--- config.mk ---
export PLATFORM = sky130hd
export DESIGN_NAME = in_filter_stage
export DESIGN_NICKNAME = d
export VERILOG_FILES = /design/src/rtl/in_stage_pkg.sv /design/src/rtl/in_filter_chan.sv /design/src/rtl/in_filter_stage.sv
export SDC_FILE = /design/constraint.sdc
export NUM_CORES = 1
export LEC_CHECK = 0
export CORE_ASPECT_RATIO = 0.8
export CORE_MARGIN = 10
export CORE_UTILIZATION = 30
export DETAILED_ROUTE_END_ITERATION = 10
export GPL_ROUTABILITY_DRIVEN = 1
export PLACE_DENSITY = 0.45
export SLEW_MARGIN = 20
export SYNTH_ARGS = -nofsm -noshare
export SYNTH_HDL_FRONTEND = slang
export SYNTH_SLANG_ARGS = --single-unit
export TNS_END_PERCENT = 100
--- constraint.sdc ---
create_clock -name clk -period 5.7 [get_ports clk]
set_clock_uncertainty 0.15 [all_clocks]
set_input_delay 1.425 -clock clk [delete_from_list [all_inputs] [get_ports clk]]
set_output_delay 1.425 -clock clk [all_outputs]
set_load 0.005 [all_outputs]
--- src/rtl/in_stage_pkg.sv ---
// Shared constants for the input filter stage: default geometry, the legal synchroniser
// depth range, and the per-cycle filter decision type.
package in_stage_pkg;

  localparam int IN_WIDTH_DEF       = 7;
  localparam int IN_SYNC_STAGES_DEF = 2;
  localparam int IN_FILT_W_DEF      = 4;

  localparam int IN_SYNC_STAGES_MIN = 2;
  localparam int IN_SYNC_STAGES_MAX = 4;

  typedef enum logic [1:0] {
    ACT_HOLD   = 2'd0,
    ACT_COUNT  = 2'd1,
    ACT_UPDATE = 2'd2
  } filt_act_e;

  function automatic bit sync_stages_legal(input int n);
    return (n >= IN_SYNC_STAGES_MIN) && (n <= IN_SYNC_STAGES_MAX);
  endfunction

endpackage

--- src/rtl/in_filter_chan.sv ---
// One input channel: synchroniser, polarity inversion, glitch filter and (with
// IN_FILTER_EDGE_EN) registered rise/fall event flops.
module in_filter_chan
  import in_stage_pkg::*;
#(
  parameter int SYNC_STAGES = IN_SYNC_STAGES_DEF,
  parameter int FILT_W      = IN_FILT_W_DEF
) (
  input  logic              clk,
  input  logic              rst_n,
  input  logic              pin,
  input  logic              inv,
  input  logic [FILT_W-1:0] filt_len,
  output logic              ivalue
`ifdef IN_FILTER_EDGE_EN
  ,
  output logic              rise,
  output logic              fall
`endif
);

  logic [SYNC_STAGES-1:0] sync_q, sync_d;
  logic [FILT_W-1:0]      cnt_q, cnt_d;
  logic                   ivalue_q, ivalue_d;
  logic                   cand;
  filt_act_e              act;

  always_comb begin
    sync_d   = {sync_q[SYNC_STAGES-2:0], pin};
    // Inversion sits after the synchroniser, so a polarity change is filtered like a pin edge.
    cand     = sync_q[SYNC_STAGES-1] ^ inv;
    act      = ACT_HOLD;
    cnt_d    = '0;
    ivalue_d = ivalue_q;
    if (cand != ivalue_q) begin
      if (cnt_q >= filt_len) begin
        act      = ACT_UPDATE;
        ivalue_d = cand;
      end else begin
        act   = ACT_COUNT;
        cnt_d = cnt_q + 1'b1;
      end
    end
  end

  always_ff @(posedge clk or negedge rst_n) begin
    if (!rst_n) begin
      sync_q   <= '0;
      cnt_q    <= '0;
      ivalue_q <= 1'b0;
    end else begin
      sync_q   <= sync_d;
      cnt_q    <= cnt_d;
      ivalue_q <= ivalue_d;
    end
  end

  assign ivalue = ivalue_q;

`ifdef IN_FILTER_EDGE_EN
  logic rise_q, rise_d;
  logic fall_q, fall_d;

  always_comb begin
    rise_d = (act == ACT_UPDATE) &&  cand;
    fall_d = (act == ACT_UPDATE) && !cand;
  end

  always_ff @(posedge clk or negedge rst_n) begin
    if (!rst_n) begin
      rise_q <= 1'b0;
      fall_q <= 1'b0;
    end else begin
      rise_q <= rise_d;
      fall_q <= fall_d;
    end
  end

  assign rise = rise_q;
  assign fall = fall_q;
`endif

endmodule

--- src/rtl/in_filter_stage.sv ---
// Input pin stage: WIDTH independent synchronise/invert/glitch-filter channels.
// Optional rise/fall event outputs are built when IN_FILTER_EDGE_EN is defined.
module in_filter_stage
  import in_stage_pkg::*;
#(
  parameter int WIDTH       = IN_WIDTH_DEF,
  parameter int SYNC_STAGES = IN_SYNC_STAGES_DEF,
  parameter int FILT_W      = IN_FILT_W_DEF
) (
  input  logic              clk,
  input  logic              rst_n,
  input  logic [WIDTH-1:0]  invert_polarity,
  input  logic [FILT_W-1:0] filt_len,
  input  logic [WIDTH-1:0]  ipins,
  output logic [WIDTH-1:0]  ivalues
`ifdef IN_FILTER_EDGE_EN
  ,
  output logic [WIDTH-1:0]  rise,
  output logic [WIDTH-1:0]  fall
`endif
);

  if (!sync_stages_legal(SYNC_STAGES)) begin : g_bad_sync
    $error("in_filter_stage: SYNC_STAGES out of range");
  end

  for (genvar gi = 0; gi < WIDTH; gi++) begin : g_chan
    in_filter_chan #(
      .SYNC_STAGES (SYNC_STAGES),
      .FILT_W      (FILT_W)
    ) u_chan (
      .clk      (clk),
      .rst_n    (rst_n),
      .pin      (ipins[gi]),
      .inv      (invert_polarity[gi]),
      .filt_len (filt_len),
      .ivalue   (ivalues[gi])
`ifdef IN_FILTER_EDGE_EN
      ,
      .rise     (rise[gi]),
      .fall     (fall[gi])
`endif
    );
  end

endmodule

==> impl_metrics.ini, run 1 <==
[timing]
worst_slew_margin_rel_pct = 57.1
timing.final.crit_period_ps = 3320
hold_ws_ps = 198
fin_setup_tns_ps = 0
finalHoldViolCount = 0
fin_crit_sh_pct = 58.2
postLayoutSetupSlackWorst_ps = 2380
fmax_mhz = 301
tightestPinTransition_ps = 644
setup_viol = 0
drv_slew = 0
rsz0062_at_grt = no

[route]
drc = 0
avgRoutedWirePerCell_um = 12.9
drt-initial-drc-count = 53
drtAntennaViolNets = 0
drt-total-wl_mm = 4.64
avgViaCountPerCell = 4.28
num_vias = 1539
first_pass_iters = 3

[floorplan]
design.core.area_um2 = 8670
chipHeight_um = 105
io_pins = 27
initial_utilization_pct = 31.3
fp.dieW_um = 126
num_rows = 30
die-area_um2 = 13300

[layout]
fillerInstances = 868
layout-drive-gt1-share_pct = 15.3
final_util_pct = 37.2
num_antenna_cells = 0
syn2layout_area_growth_pct = 18.7
final_cell_mix = dfrtp_1, nor2_1, ha_1, clkdlybuf4s50_1, xor2_1
layout_commonest_cell = dfrtp_1
nets = 302

[place]
hpwl_mm = 3.37
place.gp.congestion = 0.702
portBuffers = 26
place_ws_ps = 2050

[clock_network]
cts_buffers = 5
cts_resized = 0
cts_num_sinks = 49
clkTransAtPathRegs_ps = 60
cts_setup_buffers = 0
htreeDepth = 2
cts_hold_buf = 0
clockBufferDepth = 2
cts_tree = done
clk_latency_ps = 280
cts.root.buffer_cell = clkbuf_16

[synthesis]
synth_area_um2 = 2720
ys_seq_area_share_pct = 45.1
synth_nets = 275
yosys_register_bits = 49
yosys_warnings = 0
synth.distinct_cells = 14
synthCells = 220
yosysTopAreaCell = dfrtp_1
syn_avg_cell_area_um2 = 12.4
synth_top_cell_area_share_pct = 45.1
synth.area.top_cells = dfrtp_1, ha_1, a2111oi_4, xor2_1, nor2_1

[global_route]
grt_max_degree = 50
globalRouteTotalUtil_pct = 7.43
antenna_found_initial = 0
grt_first_pass_wirelength_mm = 8.22
grt_pass1_vias = 1673
gr-total-overflow = 0

[critical_path]
critPathMaxFanout = 7
r2r_setup_slack_ps = 3780
arrival_ps = 3380
critPathRequiredTime_ps = 5760
path_cells = clkdlybuf4s50_1 > ha_1 > nand2b_4 > a2111oi_4 > o21ai_0 > nor2_1
crit_buf_inv = 1
start_kind = primary input
cpPeakStageDelay_ps = 700
end_kind = flop
worst_path_max_delay_cell = clkdlybuf4s50_1
crit_type = primary input to flop
cp_top_family = buffers and inverters

[power_and_ir_drop]
power_density_nw_per_um2 = 408
irDropWorstVdd_mv = 0.149
p_leak_nw = 1.52

[outcome]
run_status = finished, final reports clean

[run]
cap_violations = 0

[min_path]
hp-class = flop to flop
## metrics by stage
stage          instances  total power, mW  instance area [µm²]
2_1_floorplan        220            0.907                 2720
3_3_place_gp         352             1.01                 3070
3_5_place_dp         352             1.02                 3070
4_1_cts              360             1.35                 3230
5_1_grt              360             1.42                 3230
6_report             360             1.32                 3230
## path summary, 6_finish.rpt
kind | from | end | cells after the start
max in group asynchronous | rst_n | g_chan[6].u_chan.cnt_q[3] | 2
max reg2reg | g_chan[5].u_chan.cnt_q[0] | g_chan[5].u_chan.ivalue | 6
max | filt_len[0] | g_chan[2].u_chan.cnt_q[2] | 6
min reg2reg | g_chan[6].u_chan.sync_q[0] | g_chan[6].u_chan.sync_q[1] | 0
min | g_chan[6].u_chan.sync_q[0] | g_chan[6].u_chan.sync_q[1] | 0
min in group asynchronous | rst_n | g_chan[4].u_chan.cnt_q[0] | 2
## layout make-up
type,instances,area [µm²],area share (%)
clock inverter,1,5.00,0.155
clock buffer,7,153,4.73
timing repair buffer,27,263,8.15
multi-input combinational,147,1380,42.6
inverter,17,63.8,1.98
sequential,49,1230,38.0
tap,112,140,4.34
## routing by layer
metal | routed length [µm] | vias to the layer above | GRT usage [%]
li1 | - | 778 | -
met1 | 2380 | 738 | 10.2
met2 | 2000 | 18 | 10.5
met3 | 210 | 5 | 2.68
met4 | 43 | 0 | 2.19
met5 | 0 | - | 0
## Yosys cell counts, drive strengths merged
| cell type | instances |
|---|---|
| nor2 | 42 |
| dfrtp | 49 |
| nand2b | 7 |
| xor2 | 21 |
| mux2 | 7 |
| o21ai | 7 |
| nand3 | 7 |
| ha | 35 |
| a2111oi | 7 |
| xnor2 | 7 |
| inv | 17 |
| o21a | 7 |
| buf | 7 |
## flip-flops by register name, summed over array words and instances (netlist names)
signal and count:
g_chan.u_chan.cnt_q 28, g_chan.u_chan.ivalue 7, g_chan.u_chan.sync_q 14
## power by group
group / total (mW) / leakage (nW) / switching, mW / internal, mW
Clock: 0.314 / 0.0799 / 0.128 / 0.186
Sequential: 0.503 / 0.622 / 0.0752 / 0.428
Combinational: 0.500 / 0.813 / 0.214 / 0.286
## logic make-up after synthesis
group / share of synthesized area, %
and+or+nand+nor: 11.3
DFF: 45.1
AOI/OAI and AO/OA: 10.3
muxes: 3.87
buffers and inverters: 4.28
adders and majority gates: 16.1
xor gates and xnor gates: 9.02
(Power assumes the default switching activity.)
==> run 2, diff against run 1 <==
==> constraint.sdc (replaced) <==
create_clock -name clk -period 3.3 [get_ports clk]
set_clock_uncertainty 0.15 [all_clocks]
set_input_delay 0.825 -clock clk [delete_from_list [all_inputs] [get_ports clk]]
set_output_delay 0.825 -clock clk [all_outputs]
set_load 0.005 [all_outputs]
==> run 2 against run 1 <==
- worst hold slack got worse by 0.67 ps
- first-iteration DRC count shrank 42%
- total power rose by 72%
- clock power rose by 71%
- register-to-register slack got worse by 2400 ps
- final cell count increased by 0.28%
- clock-buffer cell count is the same
- critical path type unchanged
==> impl_metrics.ini, run 2 (synthesized netlist as in run 1, its figures left out) <==
[clock_network]
cts_num_sinks = 49
cts_tree = done
htreeDepth = 2
clk_latency_ps = 290
clkTransAtPathRegs_ps = 60
cts_hold_buf = 0
cts_buffers = 5
cts_setup_buffers = 0
clockBufferDepth = 2
cts_resized = 0
cts.root.buffer_cell = clkbuf_16

[layout]
final_cell_mix = dfrtp_1, nor2_1, ha_1, clkdlybuf4s50_1, xor2_1
nets = 303
fin_area_um2 = 3230
largest_register = g_chan.u_chan.cnt_q
layout_commonest_cell = dfrtp_1
syn2layout_area_growth_pct = 19.0
stdcell_count = 361
layout-drive-gt1-share_pct = 15.7
num_antenna_cells = 0
largest_reg_flops = 28

[floorplan]
design.core.area_um2 = 8670
io_pins = 27
chipHeight_um = 105
die-area_um2 = 13300
initial_utilization_pct = 31.3
num_rows = 30
fp.dieW_um = 126

[timing]
fin_crit_sh_pct = 82.4
timing.final.crit_period_ps = 2720
fin_setup_tns_ps = 0
setup_viol = 0
worst_slew_margin_rel_pct = 55.2
rsz0062_at_grt = no
fmax_mhz = 368
finalHoldViolCount = 0
tightestPinTransition_ps = 671
postLayoutSetupSlackWorst_ps = 580
drv_slew = 0

[critical_path]
path_cells = clkdlybuf4s50_1 > ha_1 > nand2b_4 > a2111oi_4 > o21ai_0 > nor2_1
start_kind = primary input
end_kind = flop
crit_type = primary input to flop
arrival_ps = 2780
worst_path_max_delay_cell = clkdlybuf4s50_1
cpPeakStageDelay_ps = 690
crit_buf_inv = 1
critPathMaxFanout = 7
cp_top_family = buffers and inverters
critPathRequiredTime_ps = 3360

[global_route]
grt_pass1_vias = 1639
globalRouteTotalUtil_pct = 7.33
antenna_found_initial = 0
grt_max_degree = 30
gr-total-overflow = 0
grt_first_pass_wirelength_mm = 7.96

[power_and_ir_drop]
irDropWorstVdd_mv = 0.314
total_power_mw = 2.27
p_leak_nw = 1.52
power_density_nw_per_um2 = 702

[place]
place_ws_ps = 240
portBuffers = 26
place_inst = 353
place.gp.congestion = 0.713
hpwl_mm = 3.42
place_area_um2 = 3080

[route]
drc = 0
drt-initial-drc-count = 31
first_pass_iters = 4
avgRoutedWirePerCell_um = 12.5
avgViaCountPerCell = 4.24
drtAntennaViolNets = 0
num_vias = 1530
drt-total-wl_mm = 4.52

[min_path]
hp-class = flop to flop

[run]
cap_violations = 0

[outcome]
run_status = finished, final reports clean
## run 2: path summary, 6_finish.rpt
kind / from / cells after the start / endpoint / slack (ps)
worst max-delay path: filt_len[0] / 6 / g_chan[5].u_chan.cnt_q[0] / 580
worst min-delay path: g_chan[5].u_chan.sync_q[0] / 0 / g_chan[5].u_chan.sync_q[1] / 200
worst max register to register: g_chan[5].u_chan.cnt_q[0] / 6 / g_chan[5].u_chan.cnt_q[0] / 1380
worst min register to register: g_chan[5].u_chan.sync_q[0] / 0 / g_chan[5].u_chan.sync_q[1] / 200
max in group asynchronous: rst_n / 2 / g_chan[0].u_chan.cnt_q[0] / 1960
min in group asynchronous: rst_n / 1 / g_chan[4].u_chan.cnt_q[0] / 420
## run 2: metrics by stage
stage,hold slack (ps),utilization [%]
after detailed placement,185,35.5
after global routing,213,37.3
final,197,37.3
after CTS,200,37.3
after floorplan,181,-
after global placement,182,35.5
## run 2: routing by layer
| metal | vias up | track usage [%] | routed length, µm |
|---|---|---|---|
| met5 | - | 0 | 0 |
| met4 | 0 | 2.44 | 61 |
| met3 | 6 | 2.93 | 227 |
| met2 | 18 | 10.6 | 1940 |
| met1 | 726 | 9.64 | 2280 |
| li1 | 780 | - | - |
## run 2: where the power goes
part	switching (mW)	total [mW]	internal, mW
Clock	0.215	0.536	0.321
Combinational	0.370	0.865	0.496
Sequential	0.129	0.869	0.739
Total	0.714	2.27	1.56
## run 2: final cells by class
class / count / area, µm²
fillers: 839 / 5440
multi-input cells: 147 / 1380
flip-flops and latches: 49 / 1230
repair buffers: 28 / 270
clock buffers: 7 / 153
well taps: 112 / 140
inverters: 17 / 63.8
clock inverters: 1 / 5.00
## run 2: worst reg2reg max path, stage by stage (launching register included)
cell and delay (ps):
dfrtp_1 400, inv_1 70, ha_1 270, nand2b_4 150, a2111oi_4 390, o21ai_0 280, nor2_1 160
==> run 3, diff against run 2 <==
==> constraint.sdc (replaced) <==
create_clock -name clk -period 2.7 [get_ports clk]
set_clock_uncertainty 0.15 [all_clocks]
set_input_delay 0.675 -clock clk [delete_from_list [all_inputs] [get_ports clk]]
set_output_delay 0.675 -clock clk [all_outputs]
set_load 0.005 [all_outputs]
==> run 3 against run 2 <==
- final cell count is 0.83% higher
- utilization is 0.46 points higher
- worst hold slack hardly changed
- clock power is 18% higher
- non-clock buffer count is 4 higher
- flip-flop and latch count stayed put
- sequential power is 23% higher
- first-iteration DRC count is 120% higher
- total power is 22% higher
- clock-buffer cell count stayed put
- critical path type unchanged
- critical endpoint is now g_chan[5].u_chan.cnt_q[2]
==> impl_metrics.ini, run 3 (synthesized netlist as in run 1, its figures left out) <==
[route]
drc = 0
avgViaCountPerCell = 4.25
drt-total-wl_mm = 4.52
drt-initial-drc-count = 67
drtAntennaViolNets = 0
first_pass_iters = 3
num_vias = 1547
avgRoutedWirePerCell_um = 12.4

[clock_network]
cts.root.buffer_cell = clkbuf_16
clkTransAtPathRegs_ps = 60
cts_num_sinks = 49
cts_buffers = 5
clockBufferDepth = 2
clk_latency_ps = 290
cts_hold_buf = 0
cts_setup_buffers = 0
htreeDepth = 2
cts_tree = done
cts_resized = 0

[timing]
hold_ws_ps = 198
tightestPinTransition_ps = 659
finalHoldViolCount = 0
fin_setup_tns_ps = 0
fin_crit_sh_pct = 90.1
worst_slew_margin_rel_pct = 56.0
drv_slew = 0
fmax_mhz = 411
setup_viol = 0
timing.final.crit_period_ps = 2430
rsz0062_at_grt = no

[critical_path]
critPathRequiredTime_ps = 2770
r2r_start = g_chan[5].u_chan.cnt_q[0]
start_kind = primary input
worst_path_max_delay_cell = clkdlybuf4s50_1
cp_top_family = compound AO/OA/AOI/OAI gates
crit_start = filt_len[0]
critPathMaxFanout = 7
cpPeakStageDelay_ps = 400
crit_buf_inv = 2
arrival_ps = 2500
end_kind = flop
path_cells = clkdlybuf4s50_1 > buf_4 > ha_1 > nand2b_4 > a2111oi_4 > o21ai_0 > nor2_1
crit_type = primary input to flop

[layout]
layout_commonest_cell = dfrtp_1
largest_register = g_chan.u_chan.cnt_q
fillerInstances = 849
nets = 307
final_cell_mix = dfrtp_1, nor2_1, ha_1, clkdlybuf4s50_1, xor2_1
largest_reg_flops = 28
num_antenna_cells = 0
layout-drive-gt1-share_pct = 16.3
syn2layout_area_growth_pct = 20.4

[global_route]
grt_pass1_vias = 1644
gr-total-overflow = 0
globalRouteTotalUtil_pct = 7.29
antenna_found_initial = 0
grt_first_pass_wirelength_mm = 7.94
grt_max_degree = 28

[floorplan]
num_rows = 30
chipHeight_um = 105
die-area_um2 = 13300
io_pins = 27
design.core.area_um2 = 8670
fp.dieW_um = 126
initial_utilization_pct = 31.3

[place]
place.gp.congestion = 0.691
portBuffers = 26
hpwl_mm = 3.44

[min_path]
hp-class = flop to flop
hp-start = g_chan[4].u_chan.sync_q[0]

[power_and_ir_drop]
p_leak_nw = 1.54
power_density_nw_per_um2 = 843
irDropWorstVdd_mv = 0.352

[outcome]
run_status = finished, final reports clean

[run]
cap_violations = 0
==> run 3: power breakdown <==
group / total [mW] / internal (mW) / switching, mW
Sequential: 1.07 / 0.904 / 0.163
Clock: 0.630 / 0.364 / 0.266
Combinational: 1.06 / 0.615 / 0.447
Total: 2.76 / 1.88 / 0.876
==> run 3: final timing paths <==
check,endpoint,slack (ps),depth (start not counted)
setup / recovery,g_chan[5].u_chan.cnt_q[2],270,7
hold / removal,g_chan[4].u_chan.sync_q[1],200,0
setup reg to reg,g_chan[5].u_chan.cnt_q[2],750,6
hold reg to reg,g_chan[4].u_chan.sync_q[1],200,0
max in group asynchronous,g_chan[0].u_chan.cnt_q[3],1580,2
min in group asynchronous,g_chan[4].u_chan.cnt_q[2],260,1
==> run 3: worst reg2reg max path, cell delays in order (launching register included) <==
cell	delay, ps
dfrtp_1	420
inv_1	70
ha_1	270
nand2b_4	150
a2111oi_4	380
o21ai_0	270
nor2_1	170
==> run 3: metrics by stage <==
step,instances,area [µm²],util (%),worst slack (ps),power [mW]
after floorplan,220,2720,-,624,1.91
after global placement,357,3130,36.1,-49.7,2.16
after detailed placement,357,3130,36.1,-33.1,2.16
after CTS,364,3270,37.7,250,2.82
after global routing,364,3270,37.7,93.3,2.99
final,364,3270,37.7,266,2.76
==> run 3: final cells by class <==
class	count	area, µm²	area share, %
clock buffer	7	143	4.36
inverter	17	63.8	1.95
multi-input combinational	147	1380	42.0
sequential	49	1230	37.5
tap	112	140	4.28
timing repair buffer	32	325	9.94
==> run 3: metal layers <==
layer  global-route usage [%]  wire [µm]  vias to the layer above
met2                     9.86       1800                       18
li1                         -          -                      790
met3                     3.13        249                        7
met1                     9.87       2390                      732
met5                        0          0                        -
met4                     2.84         70                        0
